**src/rtl/comparador_serial.sv**
```systemverilog
// Bit-serial magnitude comparator: captures two WIDTH-bit operands on a start
// request and scans them MSB-first, one bit per clock, unsigned or signed.
module comparador_serial #(
    parameter int WIDTH = 8
) (
    input  logic             clk,
    input  logic             rst,
    input  logic             iniciar,
    input  logic             sinal,
    input  logic [WIDTH-1:0] A,
    input  logic [WIDTH-1:0] B,
    output logic             ocupado,
    output logic             pronto,
    output logic             Amaior,
    output logic             igual,
    output logic             Amenor
);

    localparam int IW = (WIDTH > 2) ? $clog2(WIDTH) : 1;
    localparam logic [IW-1:0] IDX_MSB = IW'(WIDTH - 1);

    typedef enum logic {
        OCIOSO  = 1'b0,
        COMPARA = 1'b1
    } state_t;

    state_t           state_q, state_d;
    logic [WIDTH-1:0] regA_q, regA_d;
    logic [WIDTH-1:0] regB_q, regB_d;
    logic             modo_q, modo_d;
    logic [IW-1:0]    idx_q, idx_d;
    logic             pronto_q, pronto_d;
    logic             amaior_q, amaior_d;
    logic             igual_q, igual_d;
    logic             amenor_q, amenor_d;

    logic             bitA;
    logic             bitB;
    logic             aWins;

    always_ff @(posedge clk) begin
        if (rst) begin
            state_q  <= OCIOSO;
            regA_q   <= '0;
            regB_q   <= '0;
            modo_q   <= 1'b0;
            idx_q    <= '0;
            pronto_q <= 1'b0;
            amaior_q <= 1'b0;
            igual_q  <= 1'b0;
            amenor_q <= 1'b0;
        end else begin
            state_q  <= state_d;
            regA_q   <= regA_d;
            regB_q   <= regB_d;
            modo_q   <= modo_d;
            idx_q    <= idx_d;
            pronto_q <= pronto_d;
            amaior_q <= amaior_d;
            igual_q  <= igual_d;
            amenor_q <= amenor_d;
        end
    end

    always_comb begin
        state_d  = state_q;
        regA_d   = regA_q;
        regB_d   = regB_q;
        modo_d   = modo_q;
        idx_d    = idx_q;
        pronto_d = 1'b0;
        amaior_d = amaior_q;
        igual_d  = igual_q;
        amenor_d = amenor_q;
        bitA     = regA_q[idx_q];
        bitB     = regB_q[idx_q];
        // In signed mode the sign bit carries inverted weight.
        aWins    = (modo_q && (idx_q == IDX_MSB)) ? ~bitA : bitA;

        case (state_q)
            OCIOSO: begin
                if (iniciar) begin
                    regA_d   = A;
                    regB_d   = B;
                    modo_d   = sinal;
                    idx_d    = IDX_MSB;
                    amaior_d = 1'b0;
                    igual_d  = 1'b0;
                    amenor_d = 1'b0;
                    state_d  = COMPARA;
                end
            end
            COMPARA: begin
                if (bitA != bitB) begin
                    amaior_d = aWins;
                    amenor_d = ~aWins;
                    pronto_d = 1'b1;
                    state_d  = OCIOSO;
                end else if (idx_q == '0) begin
                    igual_d  = 1'b1;
                    pronto_d = 1'b1;
                    state_d  = OCIOSO;
                end else begin
                    idx_d = idx_q - 1'b1;
                end
            end
            default: state_d = OCIOSO;
        endcase
    end

    assign ocupado = (state_q == COMPARA);
    assign pronto  = pronto_q;
    assign Amaior  = amaior_q;
    assign igual   = igual_q;
    assign Amenor  = amenor_q;

endmodule

```
**config.mk**
```make
export PLATFORM = sky130hd
export DESIGN_NAME = comparador_serial
export DESIGN_NICKNAME = d
export VERILOG_FILES = /design/src/rtl/comparador_serial.sv
export SDC_FILE = /design/constraint.sdc
export NUM_CORES = 1
export LEC_CHECK = 0
export BUFFER_PORTS_ARGS = -buffer_cell sky130_fd_sc_hd__buf_2
export CORE_ASPECT_RATIO = 2
export CORE_MARGIN = 1
export CORE_UTILIZATION = 34
export DETAILED_ROUTE_END_ITERATION = 6
export PLACE_DENSITY = 0.54
export SETUP_SLACK_MARGIN = 0.4
export SLEW_MARGIN = 15
export SYNTH_ARGS = -nofsm -noshare
export SYNTH_HDL_FRONTEND = slang
export SYNTH_SLANG_ARGS = --single-unit
```
**constraint.sdc**
```tcl
create_clock -name clk -period 2.43 [get_ports clk]
set_input_delay 0.243 -clock clk [delete_from_list [all_inputs] [get_ports clk]]
set_output_delay 0.243 -clock clk [all_outputs]
set_load 0.01 [all_outputs]
```
==> results.ini, run 1 <==
[yosys]
synth_fa_ha_area_share_pct = 3.21
muxShareOfSynthArea_pct = 14.0
synth.distinct_cells = 29
synth_seq_cells = 25
synth.cell_area_um2 = 1170
syn_avg_cell_area_um2 = 9.29
synthSimpleGateAreaFrac_pct = 19.1
synth_compound_area_share_pct = 14.1
synth_nets = 149
syn_inst = 126
synth_warnings = 0
synth_seq_area_share_pct = 42.7
synth_top_family_by_area = simple AND/OR/NAND/NOR gates
synthXorXnorAreaFrac_pct = 1.39

[worst_setup_path]
critical_path_class = reg -> reg
crit_end = idx_q[1]
worst-path-max-fanout = 5
path_buf_inv = 0
worst_path_largest_cell_delay_ns = 0.54
worst_ep_required_time_ns = 2.60
cp.arrival_ns = 2.17
cp-end-kind = flip-flop
ff2ff_path_depth = 5
startpoint = idx_q[0]
cp_cell_sequence = mux4_2 > mux2i_4 > xor2_4 > and3_4 > mux2_4
crit_family = multiplexers
r2r-start = idx_q[0]
worst-r2r-setup-slack_ns = 0.43
slowest_stage = mux4_2
cp_num_cells = 5
r2r-end = idx_q[1]
start_kind = flip-flop

[global_routing]
grt_pass1_vias = 960
antenna_found_initial = 0
grt_max_degree = 26
grt_use_total_pct = 15.2
grt_pass1_wl_mm = 4.14
globalRouteOverflowTotal = 0

[die]
initial_core_util_pct = 36.3
rows = 29
die_w_um = 43.5
dieArea_um2 = 3700
coreArea_um2 = 3230
die_h_um = 85
io_pins = 25

[clock_tree]
htreeDepth = 1
cts_max_path_buffers = 2
cts_tree = built
cts_sinks = 25
clk_latency_ns = 0.27
cts_inserted_buffers = 3
path_clk_slew_ns = 0.08
cts-root-buf = clkbuf_8

[drt]
dr.pass1.iters = 5
drc = 7
ant_nets = 0
vias_per_cell = 5.12
routed_wirelength_mm = 2.43
drtIter0Drc = 27
routedWlPerCell_um = 13.3
vias = 937

[finish]
regArea_um2 = 508
fill_cells = 319
design_area_um2 = 1380
diodes = 0
area_growth_pct = 18.1
multiInputGateArea_um2 = 611
final_common_cell = nand2_1
drive_above_1_share_pct = 30.3
nNetsFinal = 176
layoutNonFillerInstCount = 183
layout_common_cells = nand2_1, buf_2, dfxtp_1

[power]
internal_power_uw = 681
pwr_density_cell_nw_per_um2 = 687
irDropWorstVdd_uv = 312
power_frac_clock_pct = 25.8
pwr-share-seq_pct = 50.0
p_sw_uw = 268
swShare_pct = 28.3
p_leak_nw = 0.577
power.share.combinational_pct = 24.2

[sta]
fin_skew_ns = 0.00614
clock.fmax_mhz = 500
setup_tns_ns = 0
rsz0062_at_grt = true
finalHoldViolations = 0
setup_viol = 0
maxSlewHeadroom_pct = 69.9
whs_ns = 0.198
period_share_pct = 82.4
worstMarginPinSlew_ns = 0.452
period_minus_slack_ns = 2.00
slew_violations = 0

[status]
violations = design-rule violations
status = finished, violations left

[placed_design]
gp_congestion = 0.766
hpwl_mm = 1.80
dpl-instance-area_um2 = 1290
dpl.cell_count = 174
port_buffers = 24

[flow_run]
maxCapViolCount = 0

[min_path]
hp-class = in -> reg

[worst reg2reg max path: cells and delay by family (launching register included)]
family | cells | cell delay (ns)
and+or+nand+nor | 1 | 0.22
DFF | 1 | 0.40
muxes | 3 | 1.08
xor gates and xnor gates | 1 | 0.20
[cells in the mapped netlist, drive strengths merged]
master	number	area share, %
o21ai	1	0.43
a21oi	20	8.5
xor2	1	1.4
nand4b	1	0.75
and3	2	1.5
nand2	36	12
dfxtp	25	43
mux2	2	2.2
nand2b	2	1.1
clkdlybuf4s25	1	0.85
nor2b	2	1.1
ha	3	3.2
nand3	3	1.3
mux2i	2	2.8
buf	2	1.9
inv	2	0.64
or2	1	0.53
mux4	4	9.0
a311oi	2	1.5
clkbuf	6	2.0
a21boi	1	0.64
nor2	2	0.64
or2b	1	0.75
a211oi	2	1.3
a32o	2	1.7
[metal layers]
metal,track usage [%],part of all wire (%)
met1,15.9,39
met2,26.4,55
met3,2.77,3.3
met4,9.66,2.8
met5,0,0
[final cells by class]
type	count	area share [%]
Multi-Input combinational cell	90	44.2
Sequential cell	25	36.7
Timing Repair Buffer	31	12.5
Clock buffer	4	3.26
Tap cell	31	2.81
Inverter	2	0.543
[cells by family after synthesis]
group,after synthesis
buffers and inverters,11
XOR/XNOR,1
adder cells (fa/ha/maj),3
multiplexers,8
flip-flops,25
AO/OA/AOI/OAI,28
AND/OR/NAND/NOR,50
[how the worst min path moves through the flow]
stage	slack, ns	cells past startpoint	end	start
2_1_floorplan	0.38	2	regA_q[0]	A[0]
3_3_place_gp	0.44	2	igual	igual
3_5_place_dp	0.45	2	igual	igual
4_1_cts	0.19	3	regB_q[6]	B[6]
5_1_grt	0.21	3	regB_q[6]	B[6]
6_report	0.20	3	regB_q[6]	B[6]
[through the flow]
step | setup slack, ns | total power, mW | util (%)
floorplan | 0.372 | 0.645 | -
global placement | 0.301 | 0.685 | 40.1
detailed placement | 0.276 | 0.692 | 40.1
CTS | 0.417 | 0.961 | 42.8
global route | 0.366 | 1.00 | 42.8
finish | 0.428 | 0.949 | 42.8
[power groups by stage]
stage	Combinational, mW	Sequential (mW)	Clock [mW]
final	0.230	0.474	0.245
after global routing	0.256	0.480	0.266
after CTS	0.232	0.475	0.254
after detailed placement	0.202	0.490	0
after global placement	0.197	0.487	0
after floorplan	0.172	0.473	0
[what timing repair did]
| action | 4_1_cts | 5_1_grt |
|---|---|---|
| setup endpoints to repair | 5 | 2 |
| setup buffers | 5 | 0 |
| resized for setup | 2 | 0 |
| hold buffers | 0 | 0 |
| pin swaps | 1 | 1 |
[registers in the layout, summed over array words and instances (netlist names)]
signal / cells
Amenor: 1
igual: 1
idx_q: 3
ocupado: 1
regB_q: 8
Amaior: 1
modo_q: 1
pronto: 1
regA_q: 8
Note: power is estimated with default switching activity, not from simulation.
==> inputs of run 2 (changes only) <==
Clock period 2.43 ns to 2 ns, I/O delays scaled along.
==> run 2 against run 1 <==
The flow still finishes with violations (design-rule violations); via count up 2.1%; first-iteration DRC count down 15%; sequential cell count unchanged; worst setup slack worse by 0.43 ns; critical path depth unchanged; total power up 25%; combinational power up 34%; critical endpoint unchanged; largest cell class unchanged; highest routed layer unchanged.
==> results.ini, run 2 (synthesis gave the netlist of run 1 again) <==
[die]
die_h_um = 85  ; unchanged
coreArea_um2 = 3230  ; unchanged
dieArea_um2 = 3700  ; unchanged
die_w_um = 43.5  ; unchanged
initial_core_util_pct = 36.3  ; unchanged
io_pins = 25  ; unchanged
rows = 29  ; unchanged

[drt]
vias = 957  ; was 937
routed_wirelength_mm = 2.49  ; was 2.43 mm
vias_per_cell = 5.15  ; was 5.12
ant_nets = 0  ; unchanged
drc = 7  ; unchanged
routedWlPerCell_um = 13.4  ; was 13.3 µm
drtIter0Drc = 23  ; was 27
dr.pass1.iters = 6  ; was 5

[clock_tree]
cts_tree = built  ; unchanged
cts_max_path_buffers = 2  ; unchanged
path_clk_slew_ns = 0.09  ; was 0.08 ns
cts_sinks = 25  ; unchanged
ctsHoldBuffers = 0  ; unchanged
htreeDepth = 1  ; unchanged
cts-root-buf = clkbuf_8  ; unchanged
clk_latency_ns = 0.27  ; about the same
cts_inserted_buffers = 3  ; unchanged

[worst_setup_path]
crit_family = multiplexers  ; unchanged
start_kind = flip-flop  ; unchanged
cp.arrival_ns = 2.16  ; was 2.17 ns
worst-path-max-fanout = 5  ; unchanged
path_buf_inv = 0  ; unchanged
worst_path_largest_cell_delay_ns = 0.53  ; was 0.54 ns
cp_cell_sequence = mux4_2 > mux2i_4 > xor2_4 > and3_4 > mux2_4  ; unchanged
cp-end-kind = flip-flop  ; unchanged
critical_path_class = reg -> reg  ; unchanged
worst_ep_required_time_ns = 2.17  ; was 2.60 ns
slowest_stage = mux4_2  ; unchanged

[sta]
fin_skew_ns = 0.00240  ; was 0.00614 ns
finalHoldViolations = 0  ; unchanged
maxSlewHeadroom_pct = 70.8  ; was 69.9%
whs_ns = 0.154  ; was 0.198 ns
period_minus_slack_ns = 2.00  ; about the same
worstMarginPinSlew_ns = 0.437  ; was 0.452 ns
period_share_pct = 99.9  ; was 82.4%
setup_tns_ns = 0  ; unchanged
slew_violations = 0  ; unchanged
setup_viol = 0  ; unchanged
setup_ws_ns = 0.00115  ; was 0.428 ns
clock.fmax_mhz = 500  ; about the same
rsz0062_at_grt = true  ; unchanged

[global_routing]
antenna_found_initial = 0  ; unchanged
grt_pass1_vias = 1001  ; was 960
grt_max_degree = 26  ; unchanged
globalRouteOverflowTotal = 0  ; unchanged
grt_pass1_wl_mm = 4.24  ; was 4.14 mm
grt_use_total_pct = 15.4  ; was 15.2%

[placed_design]
gp_congestion = 0.715  ; was 0.766
pre_cts_ws_ns = -0.0531  ; was 0.276 ns
dpl.cell_count = 181  ; was 174
hpwl_mm = 1.86  ; was 1.80 mm
port_buffers = 24  ; unchanged

[finish]
diodes = 0  ; unchanged
multiInputGateArea_um2 = 619  ; was 611 µm²
area_growth_pct = 20.8  ; was 18.1%
layoutNonFillerInstCount = 186  ; was 183
layout_common_cells = nand2_1, buf_2, dfxtp_1  ; unchanged
reg_top3 = regA_q (8), regB_q (8), idx_q (3)  ; unchanged
nNetsFinal = 179  ; was 176
regArea_um2 = 505  ; was 508 µm²
fill_cells = 343  ; was 319
drive_above_1_share_pct = 33.5  ; was 30.3%
final_common_cell = nand2_1  ; unchanged

[min_path]
hp-class = in -> reg  ; unchanged

[status]
status = finished, violations left  ; unchanged
violations = design-rule violations  ; unchanged

[power]
finalPower_mw = 1.19  ; was 949 µW
p_leak_nw = 0.589  ; was 0.577 nW
irDropWorstVdd_uv = 366  ; was 312 µV
pwr_density_cell_nw_per_um2 = 840  ; was 687 nW/µm²

[flow_run]
maxCapViolCount = 0  ; unchanged

run 2: tightest hold or removal path: stages:
cell,delay [ns]
buf_2,0.09
nand2_1,0.05
a21oi_1,0.05
run 2: layout make-up:
class	instances	share of cell area (%)
clock buffer	4	3.18
inverter	2	0.531
multi-input combinational	90	43.8
sequential	25	35.7
tap	31	2.74
timing repair buffer	34	14.1
run 2: timing repair:
action / 4_1_cts / 5_1_grt
resized for setup: 7 / 0
setup buffers: 0 / 1
pin swaps: 9 / 1
setup endpoints to repair: 8 / 8
run 2: metal layers:
metal	vias up	track usage, %	routed length, µm	share of wire, %
met1	435	15.3	935	38
met3	9	2.55	96	3.9
met5	-	0	0	0
met2	26	27.1	1340	54
li1	487	-	-	-
met4	0	11.6	122	4.9
run 2: final timing paths:
check,start,to,slack (ns),depth (start not counted)
min reg2reg,regB_q[2],regB_q[2],0.46,2
max,idx_q[0],idx_q[1],0.001,5
max reg2reg,idx_q[0],idx_q[1],0.001,5
min,A[6],regA_q[6],0.15,3
run 2: per-stage QoR:
step	cell area, µm²	utilization [%]
2_1_floorplan	1180	-
3_3_place_gp	1350	41.7
3_5_place_dp	1350	41.7
4_1_cts	1410	43.6
5_1_grt	1420	43.8
6_report	1420	43.8
run 2: where the power goes:
group	leakage, nW	internal [mW]	total (mW)	switching [mW]
clock	0.0228	0.143	0.306	0.163
combinational	0.360	0.164	0.308	0.144
sequential	0.206	0.539	0.576	0.0366
total	0.589	0.846	1.19	0.343
